## src/rtl/hex_display_scan.sv

```systemverilog
// Time-multiplexed hex display driver for a common-anode 7-segment bank.
// A shadow register takes new values at any time; they become visible only at a frame boundary.
module hex_display_scan #(
  parameter int NUM_DIGITS  = 8,
  parameter int REFRESH_DIV = 100000,
  parameter int CNT_W       = 17,
  localparam int DATA_W     = 4 * NUM_DIGITS
) (
  input  logic                  clk,
  input  logic                  rst,
  input  logic [DATA_W-1:0]     data_in,
  input  logic                  data_valid,
  input  logic                  lz_blank,
  input  logic                  blank,
  output logic [6:0]            seg,
  output logic [NUM_DIGITS-1:0] an,
  output logic                  frame_start,
  output logic                  update_pending
);

  localparam int IDX_W = (NUM_DIGITS > 1) ? $clog2(NUM_DIGITS) : 1;

  logic [CNT_W-1:0]      cnt;
  logic [IDX_W-1:0]      idx;
  logic [DATA_W-1:0]     shadow;
  logic [DATA_W-1:0]     active;
  logic                  tick;
  logic                  wrap;
  logic [3:0]            nibble;
  logic [6:0]            seg_next;
  logic [NUM_DIGITS-1:0] an_next;
  logic [NUM_DIGITS-1:0] zero_from;
  logic                  suppress;
  logic                  run_zero;

  assign tick = (cnt == CNT_W'(REFRESH_DIV - 1));
  assign wrap = tick && (idx == IDX_W'(NUM_DIGITS - 1));

  always_ff @(posedge clk or negedge rst) begin
    if (!rst) begin
      cnt <= '0;
      idx <= '0;
    end else if (tick) begin
      cnt <= '0;
      idx <= wrap ? '0 : idx + 1'b1;
    end else begin
      cnt <= cnt + 1'b1;
    end
  end

  // data_valid is a one-cycle strobe with no back-pressure: the most recent
  // capture before a boundary wins. A capture on the boundary tick still
  // lets the previous shadow through and keeps the new value pending.
  always_ff @(posedge clk or negedge rst) begin
    if (!rst) begin
      shadow         <= '0;
      active         <= '0;
      update_pending <= 1'b0;
      frame_start    <= 1'b0;
    end else begin
      frame_start <= wrap;
      if (wrap && update_pending) begin
        active <= shadow;
      end
      if (data_valid) begin
        shadow         <= data_in;
        update_pending <= 1'b1;
      end else if (wrap) begin
        update_pending <= 1'b0;
      end
    end
  end

  // zero_from[k] is set when nibbles k..top of the displayed value are all zero.
  always_comb begin
    zero_from = '0;
    run_zero  = 1'b1;
    for (int k = NUM_DIGITS - 1; k >= 0; k--) begin
      run_zero     = run_zero & (active[4*k +: 4] == 4'h0);
      zero_from[k] = run_zero;
    end
  end

  assign nibble   = active[4*idx +: 4];
  assign suppress = lz_blank && (idx != '0) && zero_from[idx];

  always_comb begin
    seg_next = 7'b0000000;
    case (nibble)
      4'h0: seg_next = 7'b1111110;
      4'h1: seg_next = 7'b0110000;
      4'h2: seg_next = 7'b1101101;
      4'h3: seg_next = 7'b1111001;
      4'h4: seg_next = 7'b0110011;
      4'h5: seg_next = 7'b1011011;
      4'h6: seg_next = 7'b1011111;
      4'h7: seg_next = 7'b1110000;
      4'h8: seg_next = 7'b1111111;
      4'h9: seg_next = 7'b1110011;
      4'hA: seg_next = 7'b1110111;
      4'hB: seg_next = 7'b0011111;
      4'hC: seg_next = 7'b1001110;
      4'hD: seg_next = 7'b0111101;
      4'hE: seg_next = 7'b1001111;
      4'hF: seg_next = 7'b1000111;
      default: seg_next = 7'b0000000;
    endcase
    if (suppress) begin
      seg_next = 7'b0000000;
    end
  end

  always_comb begin
    an_next = '1;
    for (int k = 0; k < NUM_DIGITS; k++) begin
      an_next[k] = !((idx == IDX_W'(k)) && !blank && !suppress);
    end
  end

  // seg and an share one register stage so they always change together.
  always_ff @(posedge clk or negedge rst) begin
    if (!rst) begin
      seg <= 7'b0000000;
      an  <= '1;
    end else begin
      seg <= seg_next;
      an  <= an_next;
    end
  end

endmodule

```

## config.mk

```make
export PLATFORM = sky130hd
export DESIGN_NAME = hex_display_scan
export DESIGN_NICKNAME = d
export VERILOG_FILES = /design/src/rtl/hex_display_scan.sv
export SDC_FILE = /design/constraint.sdc
export NUM_CORES = 1
export LEC_CHECK = 0
export ABC_AREA = 1
export CORE_MARGIN = 2
export CORE_UTILIZATION = 50
export CTS_CLUSTER_SIZE = 10
export DETAILED_ROUTE_END_ITERATION = 8
export PLACE_DENSITY = 0.69
export SYNTH_ARGS = -nofsm -noshare
export SYNTH_HDL_FRONTEND = slang
export SYNTH_SLANG_ARGS = --single-unit
```

## constraint.sdc

```tcl
create_clock -name clk -period 3.8 [get_ports clk]
set_input_delay 0.38 -clock clk [delete_from_list [all_inputs] [get_ports clk]]
set_output_delay 0.38 -clock clk [all_outputs]
set_load 0.01 [all_outputs]
```

==> impl_metrics.json <==
{
  "clockRootBuffer": "clkbuf_8",
  "grt_pass1_wl_mm": 15.8,
  "fp.dieH_um": 104,
  "drt_iter0_markers": 138,
  "outcome": "complete, no violations",
  "dieArea_um2": 10900,
  "relSlewSlack_pct": 26.6,
  "gp_congestion": 0.892,
  "post-route-period-util_pct": 66.6,
  "layout.cells.non_filler": 757,
  "fin_crit_ns": 2.53,
  "utilization_pct": 59.0,
  "worst_pin_slew_ns": 1.10,
  "synthCells": 576,
  "synth_seq_cells": 101,
  "track_usage_pct": 17.8,
  "htreeDepth": 3,
  "diodes": 0,
  "placed_cells": 741,
  "syn-cell-area_um2": 5020,
  "cts.sinks": 101,
  "cap_violations": 0,
  "start_util_pct": 51.3,
  "finClkSkew_ns": 0.0153,
  "wire_per_inst_um": 11.9,
  "area_growth_pct": 14.9,
  "ios": 54,
  "post_cts_resized": 0,
  "cts_buffers": 9,
  "holdCritPathClass": "in2async",
  "cp-end-kind": "register",
  "grt.overflow.total": 0,
  "syn_area_per_cell_um2": 8.71,
  "p_per_area_nw_per_um2": 334,
  "crit_required_ns": 4.03,
  "grt_pass1_vias": 3509,
  "drcViolationCount": 0,
  "drtAntennaViolNets": 0,
  "synth_warnings": 0,
  "drt-pass1-iter-count": 4,
  "irDropWorstVdd_mv": 0.164,
  "place_area_um2": 5560,
  "path_clk_slew_ns": 0.10,
  "coreArea_um2": 9770,
  "via_per_inst": 4.82,
  "fillers": 914,
  "synth_seq_area_share_pct": 50.6,
  "die-width_um": 104,
  "dp_hpwl_mm": 6.52,
  "arrival_ns": 2.76,
  "ys_types": 33,
  "design_area_um2": 5770,
  "cts_setup_buffers": 0,
  "grt_max_degree": 91,
  "tritoncts": "yes",
  "cp-start-kind": "register",
  "routed_wl_mm": 9.00,
  "antenna_found_initial": 0,
  "route.vias.total": 3652,
  "tns_ns": 0,
  "insertion_delay_ns": 0.37,
  "fmax_ghz": 0.395,
  "rsz0062_at_grt": "no",
  "drv_slew": 0,
  "cp_max_fo": 64,
  "io_buffers": 53,
  "placementRows": 36,
  "path_class": "reg2reg",
  "p_leak_nw": 2.70,
  "cts_buffer_depth": 2,
  "synthesis.nets": 625,
  "hold_violations": 0,
  "final-setup-viol-count": 0,
  "drive_gt1_share_pct": 17.0,
  "cts_hold_buf": 0,
  "nets": 668
}
==> synthesized netlist by cell type <==
| cell | instances | area share, % |
|---|---|---|
| nand2_1 | 128 | 9.6 |
| dfrtp_1 | 93 | 46 |
| inv_1 | 73 | 5.5 |
| nand3_1 | 41 | 4.1 |
| nor2_1 | 41 | 3.1 |
| o21ai_0 | 40 | 4.0 |
| o21ai_2 | 33 | 5.8 |
| nand2_2 | 31 | 3.9 |
| ha_1 | 12 | 3.0 |
| a21oi_1 | 10 | 1.0 |
| xor2_1 | 9 | 1.6 |
| buf_6 | 8 | 1.8 |
| clkbuf_1 | 8 | 0.60 |
| dfstp_2 | 8 | 4.2 |
| nor3_1 | 6 | 0.60 |
| buf_2 | 4 | 0.40 |
| inv_2 | 4 | 0.30 |
| nand4_1 | 4 | 0.50 |
| nor3_2 | 4 | 0.80 |
| buf_4 | 3 | 0.45 |
| nand3_2 | 2 | 0.40 |
| nor4_1 | 2 | 0.25 |
| o21ai_1 | 2 | 0.20 |
| a21boi_0 | 1 | 0.15 |
| and2_1 | 1 | 0.12 |
| nand3_4 | 1 | 0.35 |
| nand4_2 | 1 | 0.25 |
| nor2_2 | 1 | 0.12 |
| nor2_4 | 1 | 0.22 |
| nor2b_1 | 1 | 0.12 |
| o211ai_1 | 1 | 0.15 |
| o21bai_1 | 1 | 0.15 |
| o31ai_1 | 1 | 0.15 |
==> flip-flops by register name, summed over array words and instances, names as in the netlist <==
name	cells
active	32
an	8
cnt	17
frame_start	1
idx	3
seg	7
shadow	32
update_pending	1
==> worst max-delay path, stage by stage (launching register included) <==
cell	delay, ns
dfrtp_1	0.38
ha_1	0.22
nand3_2	0.14
inv_1	0.09
nand4_2	0.12
nor2_4	0.27
nand3_4	0.77
nand2_1	0.31
o21ai_2	0.07
==> area by class of cell <==
cell class,instances,area [um^2],area share (%)
Multi-Input combinational cell,375,2030,35.2
Clock inverter,7,82.6,1.43
Clock buffer,9,124,2.15
Inverter,77,289,5.01
Timing Repair Buffer,55,538,9.33
Tap cell,133,166,2.89
Sequential cell,101,2540,44.0
==> power by group <==
| part | switching, mW | internal [mW] |
|---|---|---|
| registers | 0.00757 | 1.11 |
| logic | 0.0664 | 0.0473 |
| clock network | 0.383 | 0.315 |
| total | 0.457 | 1.47 |
==> per-layer routing <==
metal  global-route usage, %  part of all wire, %
met1                    24.3                   48
met5                       0                    0
met3                    2.69                  3.2
met4                    6.66                  1.2
met2                    28.9                   47
==> stage by stage <==
| stage | hold WS [ns] | total power, mW | worst slack, ns |
|---|---|---|---|
| 2_1_floorplan | 0.0844 | 1.18 | 2.09 |
| 5_1_grt | 0.301 | 2.01 | 0.980 |
| 3_3_place_gp | 0.444 | 1.25 | 1.36 |
| 3_5_place_dp | 0.458 | 1.25 | 1.24 |
| 4_1_cts | 0.251 | 1.95 | 1.21 |
| 6_report | 0.181 | 1.92 | 1.27 |
==> cells in the final DEF (no fill, tap or decap), types with 2 or more instances in the layout <==
cell             count
inv_1               73
o21ai_0             40
clkinvlp_4           2
nor2_1              41
nand2_2             31
inv_6                2
nor4_1               2
ha_1                12
nand4_1              4
o21ai_1              2
o21ai_2             33
xor2_1               9
a21oi_1             10
nor3_1               6
buf_4                3
nor3_2               4
clkdlybuf4s50_1     51
clkbuf_8             9
dfrtp_1             93
dfstp_2              8
inv_2                4
nand3_2              2
nand2_1            128
nand3_1             41
==> cell families (layout without fill, tap and decap cells) <==
logic type,after synthesis,in the layout,share of synthesized area [%]
compound gates,89,89,11.5
fa+ha+maj,12,12,2.99
buf+inv,100,148,9.00
flops,101,101,50.6
simple gates,265,265,24.3
xor+xnor,9,9,1.57
==> final timing paths <==
check | start | to | slack [ns] | depth (start not counted)
setup / recovery | cnt[0] | active[8] | 1.27 | 8
hold / removal | rst | cnt[8] | 0.18 | 1
setup reg to reg | cnt[0] | active[8] | 1.27 | 8
hold reg to reg | cnt[0] | cnt[0] | 0.47 | 1
max in group asynchronous | rst | active[30] | 2.80 | 2
min in group clk | cnt[0] | cnt[0] | 0.47 | 1
(Power assumes the default switching activity.)
==> patch 1 (config.mk and constraints unchanged) <==
Register the output `seg` once more, with the module's reset; this adds one clock of latency there. The other outputs are not delayed to match.
--- a/src/rtl/hex_display_scan.sv
+++ b/src/rtl/hex_display_scan.sv
@@ -19,6 +19,8 @@
 );
 
   localparam int IDX_W = (NUM_DIGITS > 1) ? $clog2(NUM_DIGITS) : 1;
+
+  logic [6:0] seg_s0;
 
   logic [CNT_W-1:0]      cnt;
   logic [IDX_W-1:0]      idx;
@@ -120,11 +122,19 @@
   // seg and an share one register stage so they always change together.
   always_ff @(posedge clk or negedge rst) begin
     if (!rst) begin
-      seg <= 7'b0000000;
+      seg_s0 <= 7'b0000000;
       an  <= '1;
     end else begin
-      seg <= seg_next;
+      seg_s0 <= seg_next;
       an  <= an_next;
+    end
+  end
+
+  always_ff @(posedge clk or negedge rst) begin
+    if (!rst) begin
+      seg <= '0;
+    end else begin
+      seg <= seg_s0;
     end
   end
 
Function: changed (Yosys sat finds a counterexample within 4 cycles, from zero or initial values and one cycle with rst low).
==> patch 1 against the original RTL <==
  * Die area is 3.4% higher
  * Fmax is 0.31% lower
  * Sequential cell count is 7 higher
  * Wire length is 2.9% higher
  * Critical endpoint is now active[14]
  * Final area is 3.2% higher
  * Synthesized area is 3.5% higher
  * Total power is 4.2% higher
  * Setup slack worse by 0.0079 ns
==> patch 1: results (changes against the original RTL) <==
Status
Outcome: finished, final reports clean (unchanged).

Worst setup path
The stage delay of the slowest cell on the critical path is 0.58 ns (was 0.77 ns). The critical register-to-register path endpoint is active[14] (was active[8]). The critical register-to-register path startpoint is cnt[0] (unchanged). The arrival time at the worst endpoint came to 2.80 ns (was 2.76 ns). The count of cells along the worst register-to-register path came to 9 (was 8). The worst-path cell with the longest stage delay is nand3_4 (unchanged).

Place
The HPWL after detailed placement was 6.66 mm (was 6.52 mm). The number of cells in the design after placement is 752 (was 741). The final RePlAce weighted congestion is 0.893 (was 0.892). The post-placement cell area is 5750 sq um (was 5560 sq um).

STA
The slew of the pin with the lowest slew margin came to 1.05 ns (was 1.10 ns). The final worst hold slack is 0.199 ns (was 0.181 ns). The final clock skew is 0.00782 ns (was 0.0153 ns).

Global routing
The first-pass GRT wire length is 16.8 mm (was 15.8 mm). The number of global-route vias before repair was 3684 (was 3509). The global routing usage summed across all routing layers is 18.5% (was 17.8%).

The global routing met3 resource utilization is 3.19% (was 2.69%). The met2 usage in global routing is 28.4% (was 28.9%). The met1 track utilization from global routing came to 26.1% (was 24.3%). The maximum number of pins on one net before global-route repair is 87 (was 91).

Logic synthesis
Synth top cells by count: nand2_1 (128), dfrtp_1 (100), inv_1 (73) (was nand2_1 (128), dfrtp_1 (93), inv_1 (73)). The synthesized net count is 632 (was 625). The share of synthesized area occupied by flip-flops and latches was 52.2% (was 50.6%). Largest cells by area after synthesis: dfrtp_1 (48%), nand2_1 (9.3%), o21ai_2 (5.6%) (was dfrtp_1 (46%), nand2_1 (9.6%), o21ai_2 (5.8%)). The synthesized area divided by synthesized cell count is 8.91 sq um (was 8.71 sq um).

Layout
The register cell area after layout is 2710 sq um (was 2540 sq um). The total number of nets in the final design is 676 (was 668). The utilization of the core after routing is 58.4% (was 59.0%). The share of cells above drive strength 1 is 16.8% (was 17.0%). The filler cell count came to 926 (was 914).

The non-filler instance count after layout is 768 (was 757).

Routing
The number of DRC markers after the initial detailed-route iteration is 194 (was 138). The routed length on met3 is 438 um (was 287 um). The wire length on met2 came to 4.27 mm (was 4.25 mm). The overall via count from detail_route is 3794 (was 3652).

Power
The peak ir drop on the vdd network came to 0.000173 V (was 0.000164 V). The internal power consumption was 0.00157 W (was 0.00147 W). The net switching component of the power is 0.000440 W (was 0.000457 W). The static leakage power is 2.78 nW (was 2.70 nW).

Clock network
The master cell of the clock root buffer is clkbuf_8 (unchanged). The clock insertion delay at the later pin of the skew report is 0.37 ns (about the same).
## patch 1: worst max-delay path by stage
stage	startpoint	end	slack [ns]	depth (start not counted)
finish	cnt[0]	active[14]	1.26	9
detailed placement	cnt[0]	active[14]	1.26	9
CTS	cnt[0]	active[14]	1.24	9
global route	cnt[0]	active[15]	1.02	9
global placement	cnt[0]	active[14]	1.31	9
floorplan	idx[0]	seg_s0[4]	2.09	13
## patch 1: logic make-up after synthesis
family          share of synthesized area [%]
compound gates                           11.2
flops                                    52.2
xor+xnor                                 1.52
fa+ha+maj                                2.89
simple gates                             23.5
buf+inv                                  8.70
## patch 1: area by class of cell
cell class	instances	area share, %
sequential	108	45.6
inverter	77	4.86
clock inverter	4	0.799
timing repair buffer	56	9.17
multi-input combinational	375	34.1
clock buffer	12	2.61
tap	136	2.86
==> patch 2 (same flow settings) <==
Made on the original files. `REFRESH_DIV`: 100000 -> 50000.
--- a/src/rtl/hex_display_scan.sv
+++ b/src/rtl/hex_display_scan.sv
@@ -2,7 +2,7 @@
 // A shadow register takes new values at any time; they become visible only at a frame boundary.
 module hex_display_scan #(
   parameter int NUM_DIGITS  = 8,
-  parameter int REFRESH_DIV = 100000,
+  parameter int REFRESH_DIV = 50000,
   parameter int CNT_W       = 17,
   localparam int DATA_W     = 4 * NUM_DIGITS
 ) (
Check against the original RTL: same outputs for any inputs over 10 cycles, from zero or initial values and one cycle with rst low; that may be too few to reach the edited logic, so the function may still have changed.
==> patch 2 against the original RTL <==
  * Sequential cell count unchanged
  * Synthesized cell count decreased by 0.52%
  * Total power decreased by 5.2%
  * Synthesized area decreased by 1.9%
  * First-iteration DRC count decreased by 3.6%
  * Final area decreased by 2.2%
  * Non-clock buffer count increased by 1
  * Wire length increased by 1.3%
  * Via count increased by 0.88%
  * Setup slack improved by 0.065 ns
  * Utilization decreased by 0.74 points
==> patch 2: results (changes against the original RTL) <==
Logic synthesis
The share of synthesized area occupied by flip-flops and latches was 51.5% (was 50.6%). Largest cells by area after synthesis: dfrtp_1 (47%), nand2_1 (12%), inv_1 (5.9%) (was dfrtp_1 (46%), nand2_1 (9.6%), o21ai_2 (5.8%)). The synthesized net count is 622 (was 625).

The adder-cell share of the synthesized area is 3.05% (was 2.99%). The distinct cell type count after synthesis was 32 (was 33). The cell type with the largest total area after synthesis is dfrtp_1 (unchanged). The fraction of synthesized cell area in xor and xnor cells is 1.60% (was 1.57%).

Synth top cells by count: nand2_1 (157), dfrtp_1 (93), inv_1 (78) (was nand2_1 (128), dfrtp_1 (93), inv_1 (73)). The share of the synthesized area in compound gates (AO/OA/AOI/OAI) is 11.7% (was 11.5%).

Worst setup path
The minimum setup slack among reg-to-reg paths is 1.33 ns (was 1.27 ns). The critical register-to-register path endpoint is active[16] (was active[8]). The arrival time at the worst endpoint is 2.70 ns (was 2.76 ns).

The count of cells along the worst register-to-register path is 10 (was 8). The stage delay of the slowest cell on the critical path is 0.68 ns (was 0.77 ns). The critical register-to-register path startpoint is cnt[0] (unchanged).

Global routing
The number of global-route vias before repair was 3537 (was 3509). The first-pass GRT wire length came to 15.9 mm (was 15.8 mm). The global routing usage summed across all routing layers was 19.3% (was 17.8%).

The maximum number of pins on one net before global-route repair is 66 (was 91).

Routing
The wire length on met2 is 4.34 mm (was 4.25 mm). The count of TritonRoute iterations in the first routing pass is 5 (was 4). The vias per cell came to 4.89 (was 4.82). The number of DRC markers after the initial detailed-route iteration was 133 (was 138). The met1 wire length is 4.24 mm (was 4.36 mm). The routed length on met3 is 396 um (was 287 um).

Power
The peak ir drop on the vdd network is 0.000225 V (was 0.000164 V). The static leakage power was 2.66 nW (was 2.70 nW).

Place
The HPWL after detailed placement is 6.58 mm (was 6.52 mm). The final RePlAce weighted congestion is 0.893 (was 0.892).

Clock network
The clock reaches the later pin of the worst-skew pair after 0.38 ns. The post-cts resize count is 0 (unchanged).

Layout
The share of cells above drive strength 1 was 11.3% (was 17.0%). The total number of nets in the final design is 666 (was 668). The filler cell count is 905 (was 914).

STA
The final clock skew is 0.0110 ns (was 0.0153 ns). The final worst hold slack is 0.0809 ns (was 0.181 ns). The relative slew slack is 38.5% (was 26.6%).

Status
Outcome: finished, final reports clean (unchanged).
## patch 2: cell type report
| cell class | instances | area share (%) |
|---|---|---|
| flip-flops and latches | 101 | 45.0 |
| multi-input cells | 371 | 34.3 |
| repair buffers | 56 | 9.67 |
| inverters | 78 | 5.19 |
| well taps | 133 | 2.95 |
| clock buffers | 11 | 2.51 |
| clock inverters | 4 | 0.421 |
## patch 2: cells by family after synthesis
logic type                 count (synthesis)
and+or+nand+nor                          261
buffers and inverters                    101
DFF                                      101
AOI/OAI and AO/OA                         89
adders and majority gates                 12
xor gates and xnor gates                   9
## patch 2: worst max path at each step
stage                       endpoint  slack, ns   start
after floorplan               seg[4]       2.08  idx[0]
after global placement    active[12]       1.42  cnt[0]
after detailed placement  active[22]       1.33  cnt[0]
after CTS                 active[22]       1.32  cnt[0]
after global routing      active[14]       1.01  cnt[0]
final                     active[16]       1.33  cnt[0]
## patch 2: worst max-delay path: cells and delay by family (launching register included)
kind | cells | cell delay, ns
flops | 1 | 0.38
compound gates | 1 | 0.08
simple gates | 6 | 1.51
buf+inv | 2 | 0.15
fa+ha+maj | 1 | 0.17
## patch 2: stage by stage
stage	cells	instance area (sq um)	setup WS [ns]
final	754	5640	1.33
after global routing	754	5640	1.01
after global placement	739	5480	1.42
after floorplan	573	4920	2.08
after CTS	754	5640	1.32
after detailed placement	739	5480	1.33
## patch 2: layer usage
layer	vias to the layer above	global-route usage (%)
li1	1894	-
met1	1703	24.4
met2	71	32.1
met3	16	5.78
met4	0	5.97
met5	-	0
## patch 2: power breakdown
group	internal, W	switching (W)
registers	0.00111	0.00000796
logic	0.0000479	0.0000663
clock network	0.000252	0.000346
